$ cat src/rtl/fram_arbiter_if.sv
// Word-wide valid/ready memory request port shared by the CPU and the persistent-state engine.
// The requester drives valid/addr/wdata/wstrb; the arbiter answers with a one-cycle ready and rdata.
interface fram_arbiter_if;
    logic        valid;
    logic [31:0] addr;
    logic [31:0] wdata;
    logic [3:0]  wstrb;
    logic        ready;
    logic [31:0] rdata;

    modport master (
        output valid,
        output addr,
        output wdata,
        output wstrb,
        input  ready,
        input  rdata
    );

    modport slave (
        input  valid,
        input  addr,
        input  wdata,
        input  wstrb,
        output ready,
        output rdata
    );
endinterface

$ cat src/rtl/fram_arbiter.sv
// Two-port round-robin arbiter in front of a single-port FRAM macro with one-cycle read latency.
// One access in flight: IDLE grants and latches, ISSUE strobes the FRAM, RESP returns ready/rdata.
module fram_arbiter #(
    parameter int FRAM_ADDR_BITS = 12
) (
    input  logic                      clk,
    input  logic                      reset,
    fram_arbiter_if.slave             m0,
    fram_arbiter_if.slave             m1,
    output logic                      fram_en,
    output logic [3:0]                fram_wstrb,
    output logic [FRAM_ADDR_BITS-1:0] fram_addr,
    output logic [31:0]               fram_wdata,
    input  logic [31:0]               fram_rdata,
    output logic                      err
);
    typedef enum logic [1:0] {
        IDLE  = 2'd0,
        ISSUE = 2'd1,
        RESP  = 2'd2
    } state_t;

    state_t      state_reg, state_next;
    logic        grant_reg, grant_next;
    logic        prio_reg, prio_next;
    logic [31:2] addr_reg, addr_next;
    logic [31:0] wdata_reg, wdata_next;
    logic [3:0]  wstrb_reg, wstrb_next;

    // Requests gathered into arrays so the grant can index them.
    logic [1:0]  req_valid;
    logic [31:2] req_addr  [2];
    logic [31:0] req_wdata [2];
    logic [3:0]  req_wstrb [2];
    logic        pick;

    // Byte offset within the word carries no information for word accesses.
    logic        unused_addr_bits;
    assign unused_addr_bits = ^{m0.addr[1:0], m1.addr[1:0]};

    assign req_valid    = {m1.valid, m0.valid};
    assign req_addr[0]  = m0.addr[31:2];
    assign req_addr[1]  = m1.addr[31:2];
    assign req_wdata[0] = m0.wdata;
    assign req_wdata[1] = m1.wdata;
    assign req_wstrb[0] = m0.wstrb;
    assign req_wstrb[1] = m1.wstrb;

    // Contention goes to the priority port; a lone request wins outright.
    assign pick = (&req_valid) ? prio_reg : req_valid[1];

    logic out_of_range;
    logic is_read;
    logic [31:0] resp_data;

    assign out_of_range = |addr_reg[31:FRAM_ADDR_BITS+2];
    assign is_read      = (wstrb_reg == 4'b0000);
    assign resp_data    = (is_read && !out_of_range) ? fram_rdata : 32'h0000_0000;

    assign fram_addr  = addr_reg[FRAM_ADDR_BITS+1:2];
    assign fram_wdata = wdata_reg;

    always_ff @(posedge clk) begin
        if (reset) begin
            state_reg <= IDLE;
            grant_reg <= 1'b0;
            prio_reg  <= 1'b0;
            addr_reg  <= '0;
            wdata_reg <= '0;
            wstrb_reg <= '0;
        end else begin
            state_reg <= state_next;
            grant_reg <= grant_next;
            prio_reg  <= prio_next;
            addr_reg  <= addr_next;
            wdata_reg <= wdata_next;
            wstrb_reg <= wstrb_next;
        end
    end

    always_comb begin
        state_next = state_reg;
        grant_next = grant_reg;
        prio_next  = prio_reg;
        addr_next  = addr_reg;
        wdata_next = wdata_reg;
        wstrb_next = wstrb_reg;
        fram_en    = 1'b0;
        fram_wstrb = 4'b0000;
        err        = 1'b0;
        case (state_reg)
            IDLE: begin
                if (|req_valid) begin
                    grant_next = pick;
                    addr_next  = req_addr[pick];
                    wdata_next = req_wdata[pick];
                    wstrb_next = req_wstrb[pick];
                    state_next = ISSUE;
                end
            end
            ISSUE: begin
                fram_en    = !out_of_range;
                fram_wstrb = out_of_range ? 4'b0000 : wstrb_reg;
                state_next = RESP;
            end
            RESP: begin
                err        = out_of_range;
                prio_next  = ~grant_reg;
                state_next = IDLE;
            end
            default: begin
                state_next = IDLE;
            end
        endcase
    end

    logic [1:0]  port_ready;
    logic [31:0] port_rdata [2];

    generate
        for (genvar gi = 0; gi < 2; gi++) begin : g_port
            assign port_ready[gi] = (state_reg == RESP) && (grant_reg == 1'(gi));
            assign port_rdata[gi] = port_ready[gi] ? resp_data : 32'h0000_0000;
        end
    endgenerate

    assign m0.ready = port_ready[0];
    assign m0.rdata = port_rdata[0];
    assign m1.ready = port_ready[1];
    assign m1.rdata = port_rdata[1];
endmodule

$ cat src/flat_wrapper.sv
// flat-port wrapper written by rule: the top's interface ports become plain ports
module fram_arbiter_flat 
#(
    parameter int FRAM_ADDR_BITS = 12
)
  (clk, reset, fram_en, fram_wstrb, fram_addr, fram_wdata, fram_rdata, err, m0_valid, m0_addr, m0_wdata, m0_wstrb, m0_ready, m0_rdata, m1_valid, m1_addr, m1_wdata, m1_wstrb, m1_ready, m1_rdata);
  fram_arbiter_if m0_i ();
  fram_arbiter_if m1_i ();
  input  logic clk;
  input  logic reset;
  output logic fram_en;
  output logic [3:0] fram_wstrb;
  output logic [FRAM_ADDR_BITS-1:0] fram_addr;
  output logic [31:0] fram_wdata;
  input  logic [31:0] fram_rdata;
  output logic err;
  input wire logic [$bits(m0_i.valid)-1:0] m0_valid;
  input wire logic [$bits(m0_i.addr)-1:0] m0_addr;
  input wire logic [$bits(m0_i.wdata)-1:0] m0_wdata;
  input wire logic [$bits(m0_i.wstrb)-1:0] m0_wstrb;
  output wire logic [$bits(m0_i.ready)-1:0] m0_ready;
  output wire logic [$bits(m0_i.rdata)-1:0] m0_rdata;
  input wire logic [$bits(m1_i.valid)-1:0] m1_valid;
  input wire logic [$bits(m1_i.addr)-1:0] m1_addr;
  input wire logic [$bits(m1_i.wdata)-1:0] m1_wdata;
  input wire logic [$bits(m1_i.wstrb)-1:0] m1_wstrb;
  output wire logic [$bits(m1_i.ready)-1:0] m1_ready;
  output wire logic [$bits(m1_i.rdata)-1:0] m1_rdata;
  assign m0_i.valid = m0_valid;
  assign m0_i.addr = m0_addr;
  assign m0_i.wdata = m0_wdata;
  assign m0_i.wstrb = m0_wstrb;
  assign m0_ready = m0_i.ready;
  assign m0_rdata = m0_i.rdata;
  assign m1_i.valid = m1_valid;
  assign m1_i.addr = m1_addr;
  assign m1_i.wdata = m1_wdata;
  assign m1_i.wstrb = m1_wstrb;
  assign m1_ready = m1_i.ready;
  assign m1_rdata = m1_i.rdata;
  fram_arbiter #(.FRAM_ADDR_BITS(FRAM_ADDR_BITS)) u_core (.clk(clk), .reset(reset), .m0(m0_i), .m1(m1_i), .fram_en(fram_en), .fram_wstrb(fram_wstrb), .fram_addr(fram_addr), .fram_wdata(fram_wdata), .fram_rdata(fram_rdata), .err(err));
endmodule
$ cat config.mk
export PLATFORM = sky130hd
export DESIGN_NAME = fram_arbiter_flat
export DESIGN_NICKNAME = d
export VERILOG_FILES = /design/src/rtl/fram_arbiter_if.sv /design/src/rtl/fram_arbiter.sv /design/src/flat_wrapper.sv
export SDC_FILE = /design/constraint.sdc
export NUM_CORES = 1
export LEC_CHECK = 0
export BUFFER_PORTS_ARGS = -buffer_cell sky130_fd_sc_hd__buf_2
export CAP_MARGIN = 20
export CORE_AREA = 2 2 112 114
export DETAILED_ROUTE_END_ITERATION = 7
export DIE_AREA = 0 0 114 116
export GPL_ROUTABILITY_DRIVEN = 0
export GPL_TIMING_DRIVEN = 0
export PLACE_DENSITY = 0.8
export SYNTH_ARGS = -nofsm -noshare
export SYNTH_HDL_FRONTEND = slang
export SYNTH_SLANG_ARGS = --single-unit
$ cat constraint.sdc
create_clock -name clk -period 1.8 [get_ports clk]
set_input_delay 0.36 -clock clk [delete_from_list [all_inputs] [get_ports clk]]
set_output_delay 0.36 -clock clk [all_outputs]
set_load 0.01 [all_outputs]
---- Yosys cells after proc, flatten, opt, wreduce, memory -nomap -nowiden ----
Index checks and enable logic that the tools add are counted.
storage, ports and cells
  register bits ........................... 70
  input port bits ......................... 172
  output and inout bits ................... 116
  word-level logic and storage cells ...... 41
operators by class
  order comparisons ....................... 1
  equal/unequal tests ..................... 3
  muxes and demuxes ....................... 19
  bitwise operators ....................... 2
  reductions and logical operators ........ 10
operators with widths
  operator                                                                  count
  32-bit two-way mux                                                        6
  30-bit two-way mux                                                        3
  4-bit two-way mux                                                         5
  18-bit OR reduction                                                       1
  4-bit logical NOT                                                         1
  2-bit case mux with 2 select lines                                        1
  2-bit AND reduction                                                       2
  1-bit logical AND                                                         3
  1-bit two-way mux                                                         3
  2-bit by 1-bit equality test with 1-bit output (second input constant)    1
  2-bit equality test (second input constant)                               1
  2-bit greater-or-equal comparator (second input constant)                 1
  2-bit logical NOT                                                         1
  2-bit two-way mux                                                         1
  2-bit by 1-bit inequality test with 1-bit output (second input constant)  1
  1-bit inverter with 2-bit output                                          1
  2-bit OR reduction                                                        1
  1-bit logical NOT                                                         1
  1-bit inverter                                                            1

---- Depth between registers and ports, before layout ----
Gate-level depths: netlist (run 1).
  depth in word-level cells ............... 6
  depth in mapped cells ................... 8
  mapped depth without buffers ............ 3

---- Least setup slack after synthesis (run 1) ----
Ideal clock, no wire load.
  path type ............................... reg-to-output
  from .................................... register u_core.wstrb_reg[3]
  to ...................................... output m0_rdata[23]
  arrival ................................. 1451 ps
  data required time ...................... 1440 ps
  setup slack ............................. -11 ps
  stages on the path, launching flop included .. 5
  path buffers ............................ 1
  cells stage by stage .................... dfxtp_1 -> nor4_4 -> clkbuf_1 -> nand3_1 -> nor3_1
between the ends
  word-level cells in the longest chain between the ends .. 4
ends and longest elaborated chain
  element                 line                 source
  start, declared         fram_arbiter.sv:28   logic [3:0] wstrb_reg, wstrb_next;
  start signal, assigned  fram_arbiter.sv:77   wstrb_reg <= wstrb_next;
  4-bit logical NOT       fram_arbiter.sv:57   assign is_read = (wstrb_reg == 4'b0000);
  1-bit logical AND       fram_arbiter.sv:58   assign resp_data = (is_read && !out_of_range) ? fram_rdata : 32'h0000_0000;
  32-bit two-way mux      fram_arbiter.sv:58
  32-bit two-way mux      fram_arbiter.sv:123  assign port_rdata[gi] = port_ready[gi] ? resp_data : 32'h0000_0000;
  end, declared           flat_wrapper.sv:22   output wire logic [$bits(m0_i.rdata)-1:0] m0_rdata;
No other way between the ends.

---- Final worst setup path (run 1) ----
  from .................................... register u_core.addr_reg[31] in the netlist's numbering
  to ...................................... output m0_rdata[19]
between the ends
  word-level cells in the longest chain between the ends .. 5
ends and longest elaborated chain
  element                 line                 source
  start, declared         fram_arbiter.sv:26   logic [31:2] addr_reg, addr_next;
  start signal, assigned  fram_arbiter.sv:75   addr_reg <= addr_next;
  18-bit OR reduction     fram_arbiter.sv:56   assign out_of_range = |addr_reg[31:FRAM_ADDR_BITS+2];
  1-bit logical NOT       fram_arbiter.sv:58
  1-bit logical AND       fram_arbiter.sv:58
  32-bit two-way mux      fram_arbiter.sv:58
  32-bit two-way mux      fram_arbiter.sv:123
No other way between the ends.

==> summary.txt, run 1 <==
Worst setup path
  – CP Cell Sequence: nor4_4 > nand3_2 > buf_6 > clkbuf_8 > nor3_1 > buf_2
  – Critical path peak fanout: 10
  – Arr. time, crit path: 1850 ps
  – Worst Path Required: 1440 ps
  – Crit path kind: register to primary output
  – Worst Setup End Kind: primary output
  – Critical Path Source Type: register
  – Max incr delay on CP: 340 ps
  – Crit-path slowest cell: dfxtp_2

Timing
  – Share of the clock period used by the worst path: 122.5%
  – Post-layout minimum cycle time: 2206 ps
  – Tightest Pin Transition: 733.5 ps
  – Unrepaired setup endpoints after global routing: true
  – PnR worst setup slack: -405.7 ps
  – Fmax: 0.4534 GHz
  – Final Hold Vio Count: 0
  – Final Max Slew Viols: 0
  – Final setup violation count: 70
  – Slew headroom: 51.10%
  – Final Skew: 7.770 ps

Clock network
  – CTS clock-pin slew for the worst setup and hold paths: 60 ps
  – CTS root buf: clkbuf_16
  – Clk buf depth: 2
  – CTS tree: yes
  – Number of buffers created by CTS: 9
  – H-tree depth: 3
  – Clock Latency Late Sink: 330 ps
  – Clock sinks: 70

Layout
  – Final core utilization: 61.31%
  – Nets: 1,068
  – Non-Filler Instances: 1,051
  – Layout area overhead: 57.54%
  – Design Area, Final: 7303 um^2
  – Layout cells sized above 1: 52.39%
  – Max reg flops: 32
  – Fillers: 1,095

Global routing
  – Vias in the first global route: 5,735
  – All-Layer GR Usage: 27.77%
  – Gr ovfl total: 0
  – First-pass GRT wire length: 28,970 um
  – Initial antenna violation count: 3
  – Largest net degree at the start of global routing: 13

Synthesis
  – Commonest cells in the netlist: dfxtp_1 (70), nor3_1 (69), a21oi_1 (68), nand3b_1 (67), o21ai_0 (66)
  – Synth warnings: 0
  – Register area share after synthesis: 30.23%
  – Top_reg_cell synth: dfxtp_1
  – Post-Syn Area: 4636 um^2
  – Yosys top cell by area: dfxtp_1
  – EDFF count, synth: 0
  – Post-Syn Nets: 768
  – Ys async rst share: 0%
  – Syn Area/Cell: 7.778 um^2
  – Flops & latches, synth: 70
  – Cells after synthesis: 596
  – Synth top area share: 30.23%
  – Largest cells by area after synthesis: dfxtp_1 (30%), nand3b_1 (11%), a311oi_2 (9.4%)
  – Most frequent cell after synthesis: dfxtp_1
  – Distinct cells, synth: 28

Place
  – Buffers on Ports: 281
  – Placed Area: 6227 um^2
  – Placed cell count: 1,024
  – DP Wirelength: 14,270 um
  – Pre-CTS WS: -444.5 ps

Floorplan
  – I/O pin total: 288
  – DIE AREA: 13,220 um^2
  – Initial Util: 38.92%
  – Rows: 40
  – Core Area: 11,910 um^2
  – Die W: 114 um
  – Die Y: 116 um

Drt
  – Residual DRC: 0
  – Vias/cell: 5.716
  – Vias: 6,008
  – WL/cell: 18.59 um
  – DRT antenna net count: 0
  – Drt pass-1 iters: 7
  – Initial DRC count: 481
  – Post-Route WL: 19,540 um

Power
  – Pwr dens: 796.9 nW/um^2
  – Worst VDD drop: 0.0004526 V
  – Leakage power: 3.009 nW

Outcome
  – Failing checks: negative setup slack
  – Outcome: finished, violations left

Min path
  – Worst min-delay path class: input port to register

Flow run
  – Maxcap violations: 0
## worst max-delay path, delay by kind of cell (launching register included)
kind                   cells  cell delay (ps)
flip-flops                 1              340
AND/OR/NAND/NOR            3              650
buffers and inverters      3              530
## stage by stage
stage | setup TNS [ps] | hold slack [ps] | power (mW)
floorplan | -420.5 | 449.4 | 2.832
global placement | -33060 | 506.7 | 3.396
detailed placement | -36120 | 510.1 | 3.421
CTS | -19980 | 302.6 | 5.742
global route | -27270 | 321.3 | 6.085
finish | -22430 | 311.9 | 5.820
## where the power goes
group	internal [mW]	total, mW	switching [mW]	leakage, nW
combinational	0.817	1.88	1.06	2.26
sequential	1.73	1.86	0.128	0.583
clock	1.39	2.08	0.682	0.166
## worst paths after layout
kind / startpoint / to / slack (ps) / cells past startpoint
worst max register to register: u_core.state_reg[1]$_SDFFE_PP0P_ / u_core.addr_reg[22]$_SDFFE_PP0P_ / 110 / 5
worst min register to register: u_core.fram_wdata[25]$_SDFFE_PP0P_ / u_core.fram_wdata[25]$_SDFFE_PP0P_ / 520 / 2
worst min-delay path: m0_addr[5] / u_core.addr_reg[5]$_SDFFE_PP0P_ / 310 / 3
worst max-delay path: u_core.addr_reg[31]$_SDFFE_PP0P_ / m0_rdata[19] / -410 / 6
## final cells by class
cell class	instances	area [um^2]	share of cell area, %
multi-input combinational	426	3156	43.21
inverter	1	3.754	0.05140
clock inverter	5	106.4	1.456
tap	147	183.9	2.518
sequential	70	1409	19.29
buffer	97	690.7	9.457
timing repair buffer	291	1504	20.59
clock buffer	11	242.7	3.324
antenna	3	7.507	0.1028
## per-layer routing
layer  track usage, %  wire, um
met5                0        13
met4            10.89       473
met1            30.83      7546
met3            7.165      1548
met2            50.83      9958
## layout by cell type, fill, tap and decap left out, drive strengths merged, types with 65 or more instances in the layout
| cell type | netlist | routed |
|---|---|---|
| a21oi | 68 | 68 |
| nor3 | 69 | 69 |
| buf | 33 | 325 |
| dfxtp | 70 | 70 |
| nand3b | 67 | 67 |
| o21ai | 66 | 66 |
| clkbuf | 66 | 74 |
| nand3 | 65 | 65 |
| a311oi | 66 | 66 |
## cells by family after synthesis
group	share of synthesized area (%)
flip-flops	30.23
buffers and inverters	10.01
AO/OA/AOI/OAI	31.28
AND/OR/NAND/NOR	28.47
## what timing repair did
| action | CTS | global route |
|---|---|---|
| cloned | 3 | 0 |
| pin swaps | 6 | 4 |
| hold buffers | 0 | 0 |
| setup endpoints to repair | 136 | 115 |
| gates resized for setup | 126 | 49 |
| buffers inserted | 7 | 0 |
(Power assumes the default switching activity.)
==> inputs of run 2 (changes only) <==
--- a/config.mk
+++ b/config.mk
@@ -13,6 +13,7 @@
 export GPL_ROUTABILITY_DRIVEN = 0
 export GPL_TIMING_DRIVEN = 0
 export PLACE_DENSITY = 0.8
+export RECOVER_POWER = 25
 export SYNTH_ARGS = -nofsm -noshare
 export SYNTH_HDL_FRONTEND = slang
 export SYNTH_SLANG_ARGS = --single-unit
==> run 2 against run 1 <==
Net effect:
- the run still ends with negative setup slack left
- count of clock-buffer cells in the layout did not move
- register-to-register slack barely moved
- sequential share of layout area rose by 0.096 points
- clock power barely moved
- global-route usage did not move
==> summary.txt, run 2 (same netlist as run 1, synthesis figures left out) <==
Outcome
  – Outcome: finished, violations left
  – Failing checks: negative setup slack

Floorplan
  – I/O pin total: 288 (unchanged)
  – Core Area: 11,910 um^2 (unchanged)
  – Die W: 114 um (unchanged)
  – Die Y: 116 um (unchanged)
  – DIE AREA: 13,220 um^2 (unchanged)
  – Initial Util: 38.92% (unchanged)
  – Rows: 40 (unchanged)

Layout
  – Layout area overhead: 56.76%
  – Nets: 1,068 (unchanged)
  – Max reg flops: 32 (unchanged)
  – Fillers: 1,111 (+1.5%)
  – Layout cells sized above 1: 49.17% (-3.2 points)
  – Most frequent cells in the layout: buf_2 (259), a21oi_1 (68), nand3b_1 (67), o21ai_0 (66), dfxtp_1 (64)
  – Most common cell after layout, fill and taps aside: buf_2

Power
  – Sequential Power Share: 32.2% (+0.2 points)
  – Sw power: 1.869 mW (-0.28%)
  – Pint: 3.926 mW (-0.51%)
  – Leakage power: 2.902 nW (-3.5%)
  – Clock power frac: 35.7% (about the same)
  – Gate power share: 32.1% (-0.2 points)
  – Worst VDD drop: 0.0004520 V (-0.12%)
  – Sw Ratio: 32.26% (+0.049 points)
  – Power Total: 5.795 mW (-0.43%)
  – Pwr dens: 797.4 nW/um^2 (about the same)

Timing
  – Unrepaired setup endpoints after global routing: true
  – Final setup violation count: 70 (unchanged)
  – Share of the clock period used by the worst path: 121.2% (-1.4 points)
  – Post-route setup TNS: -22,120 ps (+313.6 ps)
  – Post-layout minimum cycle time: 2181 ps (-24.44 ps)
  – PnR worst setup slack: -381.3 ps (+24.44 ps)
  – Tightest Pin Transition: 723.2 ps (-10.30 ps)
  – Final Max Slew Viols: 0 (unchanged)
  – Slew headroom: 51.79% (+0.69 points)
  – Final Skew: 8.676 ps (+0.9069 ps)
  – Final Hold Vio Count: 0 (unchanged)
  – Fmax: 0.4584 GHz (+1.1%)

Worst setup path
  – Crit path kind: register to primary output
  – Arr. time, crit path: 1820 ps (-30 ps)
  – Worst Setup End Kind: primary output
  – Critical Path Source Type: register
  – Worst Path Required: 1440 ps (about the same)
  – Critical path peak fanout: 10 (unchanged)

Min path
  – Worst min-delay path class: input port to register

Global routing
  – Gr ovfl total: 0 (unchanged)
  – Largest net degree at the start of global routing: 13 (unchanged)
  – Initial antenna violation count: 3 (unchanged)
  – All-Layer GR Usage: 27.77% (unchanged)
  – First-pass GRT wire length: 28,970 um (unchanged)
  – Vias in the first global route: 5,735 (unchanged)

Drt
  – WL/cell: 18.53 um (-0.32%)
  – Residual DRC: 0 (unchanged)
  – Vias: 6,025 (+0.28%)
  – Initial DRC count: 467 (-2.9%)
  – Drt pass-1 iters: 7 (unchanged)
  – Vias/cell: 5.733 (+0.28%)
  – DRT antenna net count: 0 (unchanged)
  – Post-Route WL: 19,480 um (-0.32%)

Clock network
  – Clock Latency Late Sink: 330 ps (about the same)
  – CTS tree: yes
  – CTS root buf: clkbuf_16
  – Clock sinks: 70 (unchanged)
  – Clk buf depth: 2 (unchanged)
  – Number of buffers created by CTS: 9 (unchanged)
  – H-tree depth: 3 (unchanged)
  – CTS clock-pin slew for the worst setup and hold paths: 60 ps (about the same)
  – Hold-fix buffers, CTS: 0 (unchanged)

Place
  – Buffers on Ports: 281 (unchanged)
  – DP Wirelength: 14,270 um (unchanged)

Flow run
  – Maxcap violations: 0 (unchanged)
[run 2: cell count changes in the layout (fill, tap and decap cells not counted)]
cell | previous run | this run
clkbuf_1 | 31 | 60
buf_2 | 288 | 259
[run 2: power groups by stage]
stage / logic, mW / registers, mW / clock network, mW
after detailed placement: 1.55 / 1.87 / 0
final: 1.86 / 1.86 / 2.07
after CTS: 1.79 / 1.85 / 2.10
after global placement: 1.53 / 1.87 / 0
after global routing: 2.02 / 1.88 / 2.17
after floorplan: 0.944 / 1.89 / 0
[run 2: area by class of cell]
class	instances	area, um^2	share of cell area, %
multi-input cells	426	3156	43.42
clock buffers	11	242.7	3.340
flip-flops and latches	70	1409	19.39
clock inverters	5	106.4	1.463
plain buffers	97	690.7	9.504
repair buffers	291	1468	20.20
inverters	1	3.754	0.05165
well taps	147	183.9	2.531
diodes	3	7.507	0.1033
[run 2: layer usage]
layer	vias to the layer above	track usage (%)	part of all wire, %
met5	-	0	0.067
met4	2	10.89	2.3
met3	38	7.165	7.5
met2	284	50.83	51
met1	2836	30.83	39
li1	2865	-	-
[run 2: timing repair]
item                                    in CTS  in global routing
gates resized for setup                    126                 49
pin swaps                                    6                  4
endpoints found under the setup margin     136                115
cloned                                       3                  0
setup buffers                                7                  0
[run 2: worst max-delay path, stage by stage (launching register included)]
cell and delay [ps]:
dfxtp_2 340, nor4_4 290, nand3_2 120, buf_6 170
clkbuf_8 180, nor3_1 220, buf_2 170
[run 2: metrics by stage]
stage          setup slack [ps]  std cells  util, %  cell area, um^2  hold WS, ps
2_1_floorplan            -8.656        596        -             4637        449.4
3_3_place_gp             -446.0       1024    52.28             6227        506.7
6_report                 -381.3       1051    61.01             7267        315.8
3_5_place_dp             -444.5       1024    52.28             6227        510.1
4_1_cts                  -308.9       1049    59.58             7097        302.6
5_1_grt                  -495.4       1049    60.97             7262        321.3
[run 2: path summary, 6_finish.rpt]
| path | startpoint | to | slack [ps] | cells past startpoint |
|---|---|---|---|---|
| worst max-delay path | u_core.addr_reg[31]$_SDFFE_PP0P_ | m0_rdata[19] | -380 | 6 |
| worst min-delay path | m0_addr[5] | u_core.addr_reg[5]$_SDFFE_PP0P_ | 320 | 3 |
| worst max register to register | u_core.state_reg[1]$_SDFFE_PP0P_ | u_core.addr_reg[22]$_SDFFE_PP0P_ | 100 | 5 |
| worst min register to register | u_core.fram_wdata[25]$_SDFFE_PP0P_ | u_core.fram_wdata[25]$_SDFFE_PP0P_ | 520 | 2 |
